[config.mk]
export PLATFORM = sky130hd
export DESIGN_NAME = controlador_embalagem
export DESIGN_NICKNAME = d
export VERILOG_FILES = /design/src/rtl/controlador_embalagem.sv
export SDC_FILE = /design/constraint.sdc
export NUM_CORES = 1
export LEC_CHECK = 0
export ABC_AREA = 1
export CORE_ASPECT_RATIO = 1.2
export CORE_UTILIZATION = 28
export CTS_CLUSTER_SIZE = 30
export DETAILED_ROUTE_END_ITERATION = 10
export SETUP_SLACK_MARGIN = 0.05
export SLEW_MARGIN = 20
export SYNTH_ARGS = -nofsm -noshare
export SYNTH_HDL_FRONTEND = slang
export SYNTH_SLANG_ARGS = --single-unit
[constraint.sdc]
create_clock -name clk -period 3.4 [get_ports clk]
set_clock_uncertainty 0.2 [all_clocks]
set_input_delay 0.34 -clock clk [delete_from_list [all_inputs] [get_ports clk]]
set_output_delay 0.34 -clock clk [all_outputs]
set_load 0.005 [all_outputs]
[src/rtl/controlador_embalagem.sv]
// rtl/controlador_embalagem.sv - egg packing controller: fills boxes, ejects them, flags a full batch
//
// Purpose:
//   Counts eggs into a box and ejects the box after DUZIA eggs. It raises the
//   batch-full alarm after MAX_DUZIAS boxes. The operator drives start/stop.
//
// Ports:
//   clk            in   single clock, all state on the rising edge
//   reset_n        in   asynchronous active-low reset
//   start          in   operator start level (rising edge acts)
//   stop           in   operator stop level (sampled every cycle)
//   sensor_ovo     in   egg sensor level (rising edge acts)
//   caixa_presente in   box sitting in the fill position
//   motor_esteira  out  conveyor motor enable (registered)
//   ejetar_caixa   out  box ejector drive (registered)
//   ovos_na_caixa  out  eggs in the current box, 0..DUZIA-1
//   duzias_total   out  boxes completed in the batch, 0..MAX_DUZIAS
//   alarme_cheio   out  batch complete (registered)
//   estado         out  current state code
module controlador_embalagem #(
  parameter int DUZIA      = 12,
  parameter int MAX_DUZIAS = 10,
  parameter int T_EJECAO   = 4
) (
  input  logic       clk,
  input  logic       reset_n,
  input  logic       start,
  input  logic       stop,
  input  logic       sensor_ovo,
  input  logic       caixa_presente,
  output logic       motor_esteira,
  output logic       ejetar_caixa,
  output logic [3:0] ovos_na_caixa,
  output logic [6:0] duzias_total,
  output logic       alarme_cheio,
  output logic [2:0] estado
);

  typedef enum logic [2:0] {
    IDLE         = 3'd0,
    ESPERA_CAIXA = 3'd1,
    ENCHENDO     = 3'd2,
    EJETANDO     = 3'd3,
    CHEIO        = 3'd4
  } estado_t;

  localparam logic [3:0] OVOS_ULTIMO = 4'(DUZIA - 1);
  localparam logic [6:0] DUZIAS_MAX  = 7'(MAX_DUZIAS);
  localparam logic [3:0] TIMER_FIM   = 4'(T_EJECAO - 1);

  estado_t    estado_q, estado_d;
  logic [3:0] ovos_q, ovos_d;
  logic [6:0] duzias_q, duzias_d;
  logic [3:0] timer_q, timer_d;
  logic       start_q, sensor_q;
  logic       motor_q, ejetar_q, alarme_q;

  // The previous-value registers reset to 0. An input that is already high
  // when reset is released therefore counts as one edge.
  logic start_edge, ovo_edge, ovo_valido;
  assign start_edge = start & ~start_q;
  assign ovo_edge   = sensor_ovo & ~sensor_q;
  assign ovo_valido = ovo_edge & caixa_presente;

  always_comb begin
    estado_d = estado_q;
    ovos_d   = ovos_q;
    duzias_d = duzias_q;
    timer_d  = timer_q;
    case (estado_q)
      IDLE: begin
        if (!stop && start_edge) estado_d = ESPERA_CAIXA;
      end
      ESPERA_CAIXA: begin
        if (stop)                estado_d = IDLE;
        else if (caixa_presente) estado_d = ENCHENDO;
      end
      ENCHENDO: begin
        if (ovo_valido && ovos_q == OVOS_ULTIMO) begin
          // The completing egg wins over a simultaneous stop.
          ovos_d   = '0;
          duzias_d = duzias_q + 7'd1;
          timer_d  = '0;
          estado_d = EJETANDO;
        end else begin
          // A non-completing egg still counts even while stopping.
          if (ovo_valido) ovos_d = ovos_q + 4'd1;
          if (stop)       estado_d = IDLE;
        end
      end
      EJETANDO: begin
        // The timer counts 0..T_EJECAO-1, so the state lasts T_EJECAO cycles.
        if (timer_q == TIMER_FIM) begin
          if (duzias_q == DUZIAS_MAX) estado_d = CHEIO;
          else if (stop)              estado_d = IDLE;
          else                        estado_d = ESPERA_CAIXA;
        end else begin
          timer_d = timer_q + 4'd1;
        end
      end
      CHEIO: begin
        if (start_edge) begin
          duzias_d = '0;
          ovos_d   = '0;
          estado_d = ESPERA_CAIXA;
        end
      end
      default: estado_d = IDLE;
    endcase
  end

  // Output flops decode the next state. Each output therefore changes on
  // the same edge that enters its state.
  always_ff @(posedge clk or negedge reset_n) begin
    if (!reset_n) begin
      estado_q <= IDLE;
      ovos_q   <= '0;
      duzias_q <= '0;
      timer_q  <= '0;
      start_q  <= 1'b0;
      sensor_q <= 1'b0;
      motor_q  <= 1'b0;
      ejetar_q <= 1'b0;
      alarme_q <= 1'b0;
    end else begin
      estado_q <= estado_d;
      ovos_q   <= ovos_d;
      duzias_q <= duzias_d;
      timer_q  <= timer_d;
      start_q  <= start;
      sensor_q <= sensor_ovo;
      motor_q  <= (estado_d == ENCHENDO) && caixa_presente;
      ejetar_q <= (estado_d == EJETANDO);
      alarme_q <= (estado_d == CHEIO);
    end
  end

  assign motor_esteira = motor_q;
  assign ejetar_caixa  = ejetar_q;
  assign alarme_cheio  = alarme_q;
  assign ovos_na_caixa = ovos_q;
  assign duzias_total  = duzias_q;
  assign estado        = estado_q;

endmodule

# Yosys cells after proc, flatten, opt, wreduce, memory -nomap -nowiden
# Cells that the tools add are included.
# word_totals
word_cells	61
inputBits	6
out_inout_bits	17
reg_bits	23
# op_classes
addsub	3
reduce_logical	10
mux	20
n_bitwise	5
n_eq_ne	14
# op_table
op	count
$mux 3	8
$mux 4	5
$pmux 4 s2	2
$pmux 3 s5	1
$mux 7	2
$pmux 7 s2	1
$eq 3x2->1 const B	4
$reduce_and 3->1	3
$add 4x1->4 const B	2
$add 7x1->7 const B	1
$eq 7x4->1 const B	1
$eq 3x3->1 const B	2
$ne 2x2->1 const B	3
$eq 4x2->1 const B	1
$eq 4x4->1 const B	1
$reduce_bool 2->1	2
$and 1x1->1	3
$eq 3x1->1 const B	1
$logic_and 1x1->1	3
$logic_not 3->1	1
$ne 3x3->1 const B	1
$not 1->1	2
$logic_not 1->1	1
$mux 1	1

# Logic depth before layout (Yosys ltp)
# Gate-level depths: netlist of run 1.
# depth
depth_word	8
mapped_depth	11
ltp_nobuf	11

# Worst setup path before layout of run 1
# Ideal clock, no wire load.
# synth_path
path_kind	reg2reg
startpoint	register estado_q[1], in the netlist estado[1]
endpoint	register duzias_q[0], in the netlist duzias_total[0]
required_ns	3.076
setup_ns	0.124
stages_incl_launch_ff	9
path_buffers	0
path_slack_ns	1.843
period_less_slack_ns	1.557
arrival_ns	1.233
path_cell_list	dfrtp_1 nor2_2 nand2_4 nand2_2 nand3_4 nor2_8 inv_4 nor2_2 a21oi_2
# synth_between
elab_chain_cells	3
word_cells_on_any_way	7
cone_classes	eq/ne: 4; mux: 1; reduce/logical: 2
# synth_lines
element	line	text
from (decl)	51	estado_t estado_q, estado_d;
from (signal assigned)	126	estado_q <= estado_d;
$eq 3x2->1 or $eq 3x3->1 (tied branches)	70	case (estado_q)
$ne 2x2->1 (no line) or $reduce_bool 2->1 (tied branches)	n/a	
$reduce_and 3->1 (no line)	n/a	
to (signal assigned)	128	duzias_q <= duzias_d;
to (decl)	53	logic [6:0] duzias_q, duzias_d;
# Parallel ways exist; a longest one is shown, timed or not.
# A chain may end at the register's enable or synchronous reset.

# Worst setup path after layout of run 1
# layout_path
startpoint	register estado_q[2], in the netlist estado[2]
endpoint	output port estado[2]
# layout_lines
element	line	text
to (decl)	36	output logic [2:0] estado
# No word-level cell between the ends.

==> results of run 1 <==
[final cells by class]
cell class                      count  area [µm²]
Inverter                           22        90.1
Clock buffer                        3        41.3
Fill cell                         447        2680
Sequential cell                    23         576
Clock inverter                      1        5.00
Tap cell                           56        70.1
Timing Repair Buffer               23         225
Multi-Input combinational cell    104         603
[worst paths after layout]
kind	start	to	slack, ns	cells after the start
max	estado[2]	estado[2]	1.56	1
min	timer_q[0]	timer_q[0]	0.32	1
max reg2reg	estado[1]	duzias_total[1]	1.71	8
min reg2reg	timer_q[0]	timer_q[0]	0.32	1
max in group asynchronous	reset_n	timer_q[2]	2.28	2
min in group asynchronous	reset_n	ovos_na_caixa[2]	0.38	2
[Yosys cell counts, types with 3 or more instances]
cell type	number
o21ai_0	3
inv_1	18
nand2_1	36
xor2_1	4
nor3_1	3
nand2_4	3
dfrtp_1	23
nand2_2	4
nor2_1	11
nand3_1	11
nor2_2	3
ha_1	4
a21oi_1	5
inv_4	3
[per-stage QoR]
stage / cell area [µm²] / power, mW
after floorplan: 1270 / 0.537
after global placement: 1560 / 0.644
after detailed placement: 1560 / 0.648
after CTS: 1610 / 0.820
after global routing: 1610 / 0.873
final: 1610 / 0.805
[what timing repair did]
| item | in CTS | in global routing |
|---|---|---|
| hold endpoints to repair | 0 | 23 |
| hold buffers | 0 | 1 |
| endpoints found under the setup margin | 0 | 0 |
[state kept, by name, indices dropped and copies added (netlist names)]
| name | cells |
|---|---|
| sensor_q | 1 |
| motor_esteira | 1 |
| start_q | 1 |
| alarme_cheio | 1 |
| estado | 3 |
| duzias_total | 7 |
| timer_q | 4 |
| ejetar_caixa | 1 |
| ovos_na_caixa | 4 |
[where the power goes]
group | total [mW] | internal [mW] | leakage [nW] | switching [mW]
Combinational | 0.258 | 0.132 | 0.519 | 0.126
Clock | 0.166 | 0.0817 | 0.0255 | 0.0843
Sequential | 0.381 | 0.330 | 0.284 | 0.0508
Total | 0.805 | 0.544 | 0.828 | 0.261
[kinds of logic (layout without fill, tap and decap cells)]
logic type      count (synthesis)  after routing
compound gates                 15             15
xor+xnor                        6              6
simple gates                   79             79
fa+ha+maj                       4              4
buf+inv                        22             49
flops                          23             23
[layer usage]
metal  up-vias  track usage [%]
met2        18             18.8
met3         4             1.95
li1        528                -
met5         -                0
met4         0             6.06
met1       456             14.1
==> impl_metrics.ini, run 1 <==
[run_status]
status = complete, no violations

[layout]
n_antenna_cell = 0
final_layout_size_suffix_gt1_share_pct = 14.2
fin_cells = 232
mostFrequentLayoutCell = nand2_1
finalNetCount = 187
final_util_pct = 37.5
final_cell_mix = nand2_1, dfrtp_1, clkdlybuf4s50_1
area_growth_pct = 26.9

[sta]
relSlewSlack_pct = 66.0
report.final.setup_viol = 0
fin_setup_tns_ns = 0
final_hold_viols = 0
tightestPinTransition_ns = 0.510
maximum_operating_frequency_mhz = 543
report.final.slew_viol_count = 0
grt_setup_unrepaired = no
layout_worst_path_cycle_share_pct = 54.2
holdWs_ns = 0.317
setup_slack_ns = 1.56
fin_crit_ns = 1.84

[placement]
detailedPlace.worstSlack_ns = 1.35
place_inst = 227
globalplace.congestion = 0.833
dp_hpwl_mm = 1.87
number_of_buffers_added_on_ports = 22

[synth]
synth_area_leader_cell = dfrtp_1
synth.top_cells.by_area = dfrtp_1, nand2_1, inv_1, nand3_1, ha_1
synth_ff_type = dfrtp_1
ys_warn_count = 0
syn-instance-count = 149
dominant_combinational_cell_family_by_area_after_synthesis = simple AND/OR/NAND/NOR gates
synth_compound_gate_area_share_pct = 6.80
synth-seq-area-share_pct = 45.4
synth.top_cell.area_share_pct = 45.4
syn_nets = 159
ys_ff_latch = 23
synth-simple-area-share_pct = 32.6
synth_edf_count = 0
muxShareOfSynthArea_pct = 0
netlist_area_um2 = 1270
synth_cell_types = 26
synth-async-reset-ratio_pct = 100
synth-adder-area-share_pct = 3.94
post_synth.cell_area_avg_um2 = 8.51
xor_and_xnor_fraction_of_the_mapped_netlist_area_pct = 4.14

[worst_setup_path]
setup.worst_path.class = reg2out
worst_path_largest_cell_delay_ns = 0.56
timing.critical_path.fanout_max = 5
worst_ep_required_time_ns = 2.86
worstSetupStartpointType = register
path_buf_inv = 1
path_cells = clkdlybuf4s50_1
worst_path_dominant_cell_family = buffers and inverters
cp-end-kind = output port
cpMaxStageDelayCell = clkdlybuf4s50_1
crit_arrival_ns = 1.30

[routing]
drt-initial-drc-count = 37
route.antenna.remaining_nets = 0
topRoutingLayerUsed = met4
drcViolationCount = 0
finalWirelength_mm = 2.42
detailroute.via_count = 1006
avgViaCountPerCell = 4.34
routedLengthMet1_mm = 1.16
wire_per_inst_um = 10.4
route.met3.wl_um = 67
met2RoutedLength_mm = 1.15
drtPass1Iterations = 4

[clocking]
post-cts-setup-buffers = 0
cts_num_sinks = 23
cts_tree = yes
cts_buffer_depth = 2
ctsHtreeMaxLevel = 1
cts_buffers = 3
cts_root_buf = clkbuf_8
clock_latency_ns = 0.26
postCtsResizedCells = 0
clk_transition_reported_paths_ns = 0.08

[grt]
first_global_vias = 919
grt_overflow_total = 0
gr-usage-all-layers_pct = 11.3
antenna_found_initial = 0
global_route_wire_length_before_repair_mm = 4.15
grt_start_max_net_pins = 24

[flow_run]
timing.max_cap.violations = 0

[hold_path]
worstHoldPathType = reg2reg

[floorplan]
dieHeight_um = 75.7
fp.dieArea_um2 = 4810
floorplan.die.width_um = 63.5
starting_density_pct = 29.5
core_area_um2 = 4290
io_pins = 23
placement_rows = 26

[pwr]
static_leakage_nw = 0.828
power_per_cell_area_nw_per_um2 = 500
ir_worst_vdd_mv = 0.217
(Power assumes the default switching activity.)
==> run 2: changes to the inputs <==
- clock period: 3.4 -> 1.5 ns (I/O delays scaled with it)
==> impl_metrics.ini, run 2 (synthesis results as in run 1) <==
[run_status]
status = complete, but fails checks
violations = negative setup slack

[sta]
setup_slack_ns = -0.0970
tightestPinTransition_ns = 0.301
fin_crit_ns = 1.60
maximum_operating_frequency_mhz = 626
report.final.slew_viol_count = 0
final_hold_viols = 0
fin_setup_tns_ns = -0.992
relSlewSlack_pct = 79.9
grt_setup_unrepaired = yes
report.final.setup_viol = 18
layout_worst_path_cycle_share_pct = 106

[worst_setup_path]
r2r-end = duzias_total[1]
r2r_slack_ns = -0.1
worstSetupStartpointType = register
worst_setup_sp = estado[1]
r2r.worst_path.cells = 9
crit_arrival_ns = 1.55
timing.critical_path.fanout_max = 8
worst_r2r_startpoint = estado[1]
cp-end-kind = register
critical_path.endpoint = duzias_total[1]
setup.worst_path.class = reg2reg
worst_ep_required_time_ns = 1.45

[clocking]
cts_buffers = 3
cts_tree = yes
ctsHoldBuffers = 0
cts_buffer_depth = 2
ctsHtreeMaxLevel = 1
clk_transition_reported_paths_ns = 0.08
cts_num_sinks = 23
clock_latency_ns = 0.26
cts_root_buf = clkbuf_8

[grt]
global_route_wire_length_before_repair_mm = 5.04
grt_start_max_net_pins = 24
antenna_found_initial = 0
first_global_vias = 1169
gr-usage-all-layers_pct = 13.5
grt_overflow_total = 0

[routing]
drtPass1Iterations = 5
drcViolationCount = 0
route.antenna.remaining_nets = 0
drt-initial-drc-count = 37
avgViaCountPerCell = 4.27
finalWirelength_mm = 2.98
wire_per_inst_um = 10.4
detailroute.via_count = 1220

[layout]
mostFrequentLayoutCell = buf_4
largest_register_ffs = 7
area_growth_pct = 70.5
fill_cell_total_of_the_finished_layout = 421
finalNetCount = 241
final_cell_mix = buf_4, nand2_1, dfrtp_1
n_antenna_cell = 0
final_layout_size_suffix_gt1_share_pct = 46.1

[floorplan]
starting_density_pct = 29.5
core_area_um2 = 4290
io_pins = 23
floorplan.die.width_um = 63.5
fp.dieArea_um2 = 4810
dieHeight_um = 75.7
placement_rows = 26

[pwr]
static_leakage_nw = 1.18
power_per_cell_area_nw_per_um2 = 1030
ir_worst_vdd_mv = 0.518

[flow_run]
timing.max_cap.violations = 0

[placement]
globalplace.congestion = 0.915
dp_hpwl_mm = 2.09
number_of_buffers_added_on_ports = 22
detailedPlace.worstSlack_ns = -0.277

[hold_path]
worstHoldPathType = in2async
-- run 2: cell types whose count changed in the layout (fill, tap and decap cells not counted), moves of 3 or more --
cell / previous run / this run
a21oi_1: 5 / 2
nand3_2: 1 / 6
dfrtp_2: 0 / 5
clkdlybuf4s50_1: 21 / 5
buf_6: 0 / 11
nand2_4: 3 / 6
buf_4: 0 / 45
nor2_4: 2 / 5
dlygate4sd2_1: 0 / 11
nand3_1: 11 / 6
dfrtp_1: 23 / 18
-- run 2: per-layer routing --
layer | vias up | share of wire [%] | track usage [%]
met5 | - | 0 | 0
met1 | 562 | 46 | 16.9
li1 | 638 | - | -
met3 | 2 | 2.0 | 1.35
met4 | 0 | 0.91 | 5.30
met2 | 18 | 51 | 24.1
-- run 2: worst min path at each step --
stage / startpoint / endpoint / slack [ns] / cells past startpoint
after global placement: reset_n / ovos_na_caixa[2] / 0.33 / 2
after detailed placement: reset_n / ovos_na_caixa[1] / 0.34 / 2
after global routing: reset_n / ovos_na_caixa[1] / 0.06 / 2
after floorplan: reset_n / alarme_cheio / -0.35 / 0
after CTS: reset_n / ovos_na_caixa[1] / 0.05 / 2
final: reset_n / ovos_na_caixa[1] / 0.05 / 2
-- run 2: critical path, cell delays in order (launching register included) --
cell and delay [ns]:
dfrtp_2 0.44, buf_12 0.13, nor2_4 0.10, nand2_4 0.09, nand2_4 0.07, nand3_4 0.12, nor2_8 0.16, inv_4 0.07
nand2_2 0.05, o21ai_1 0.05
-- run 2: through the flow --
stage | area, µm² | power [mW] | hold WS (ns) | util [%] | instances
2_1_floorplan | 1290 | 1.25 | -0.346 | - | 149
3_3_place_gp | 1830 | 1.72 | 0.334 | 42.7 | 260
3_5_place_dp | 1830 | 1.72 | 0.336 | 42.7 | 260
4_1_cts | 2100 | 2.21 | 0.0547 | 48.9 | 283
5_1_grt | 2160 | 2.42 | 0.0608 | 50.4 | 286
6_report | 2160 | 2.24 | 0.0517 | 50.4 | 286
-- run 2: final cells by class --
type | instances | area, µm² | share of cell area, %
Inverter | 22 | 90.1 | 4.16
Multi-Input combinational cell | 104 | 714 | 33.0
Clock inverter | 1 | 5.00 | 0.231
Tap cell | 56 | 70.1 | 3.24
Timing Repair Buffer | 77 | 661 | 30.5
Sequential cell | 23 | 582 | 26.9
Clock buffer | 3 | 41.3 | 1.91
-- run 2: power by group --
part / leakage (nW) / internal (mW) / total (mW) / switching, mW
combinational: 0.875 / 0.571 / 1.02 / 0.448
clock: 0.0255 / 0.185 / 0.380 / 0.195
sequential: 0.277 / 0.751 / 0.836 / 0.0858
-- run 2: timing repair --
item,4_1_cts,5_1_grt
endpoints found under the setup margin,34,26
pin swaps,11,3
buffers inserted,19,6
endpoints found under the hold margin,0,0
gates resized for setup,47,19
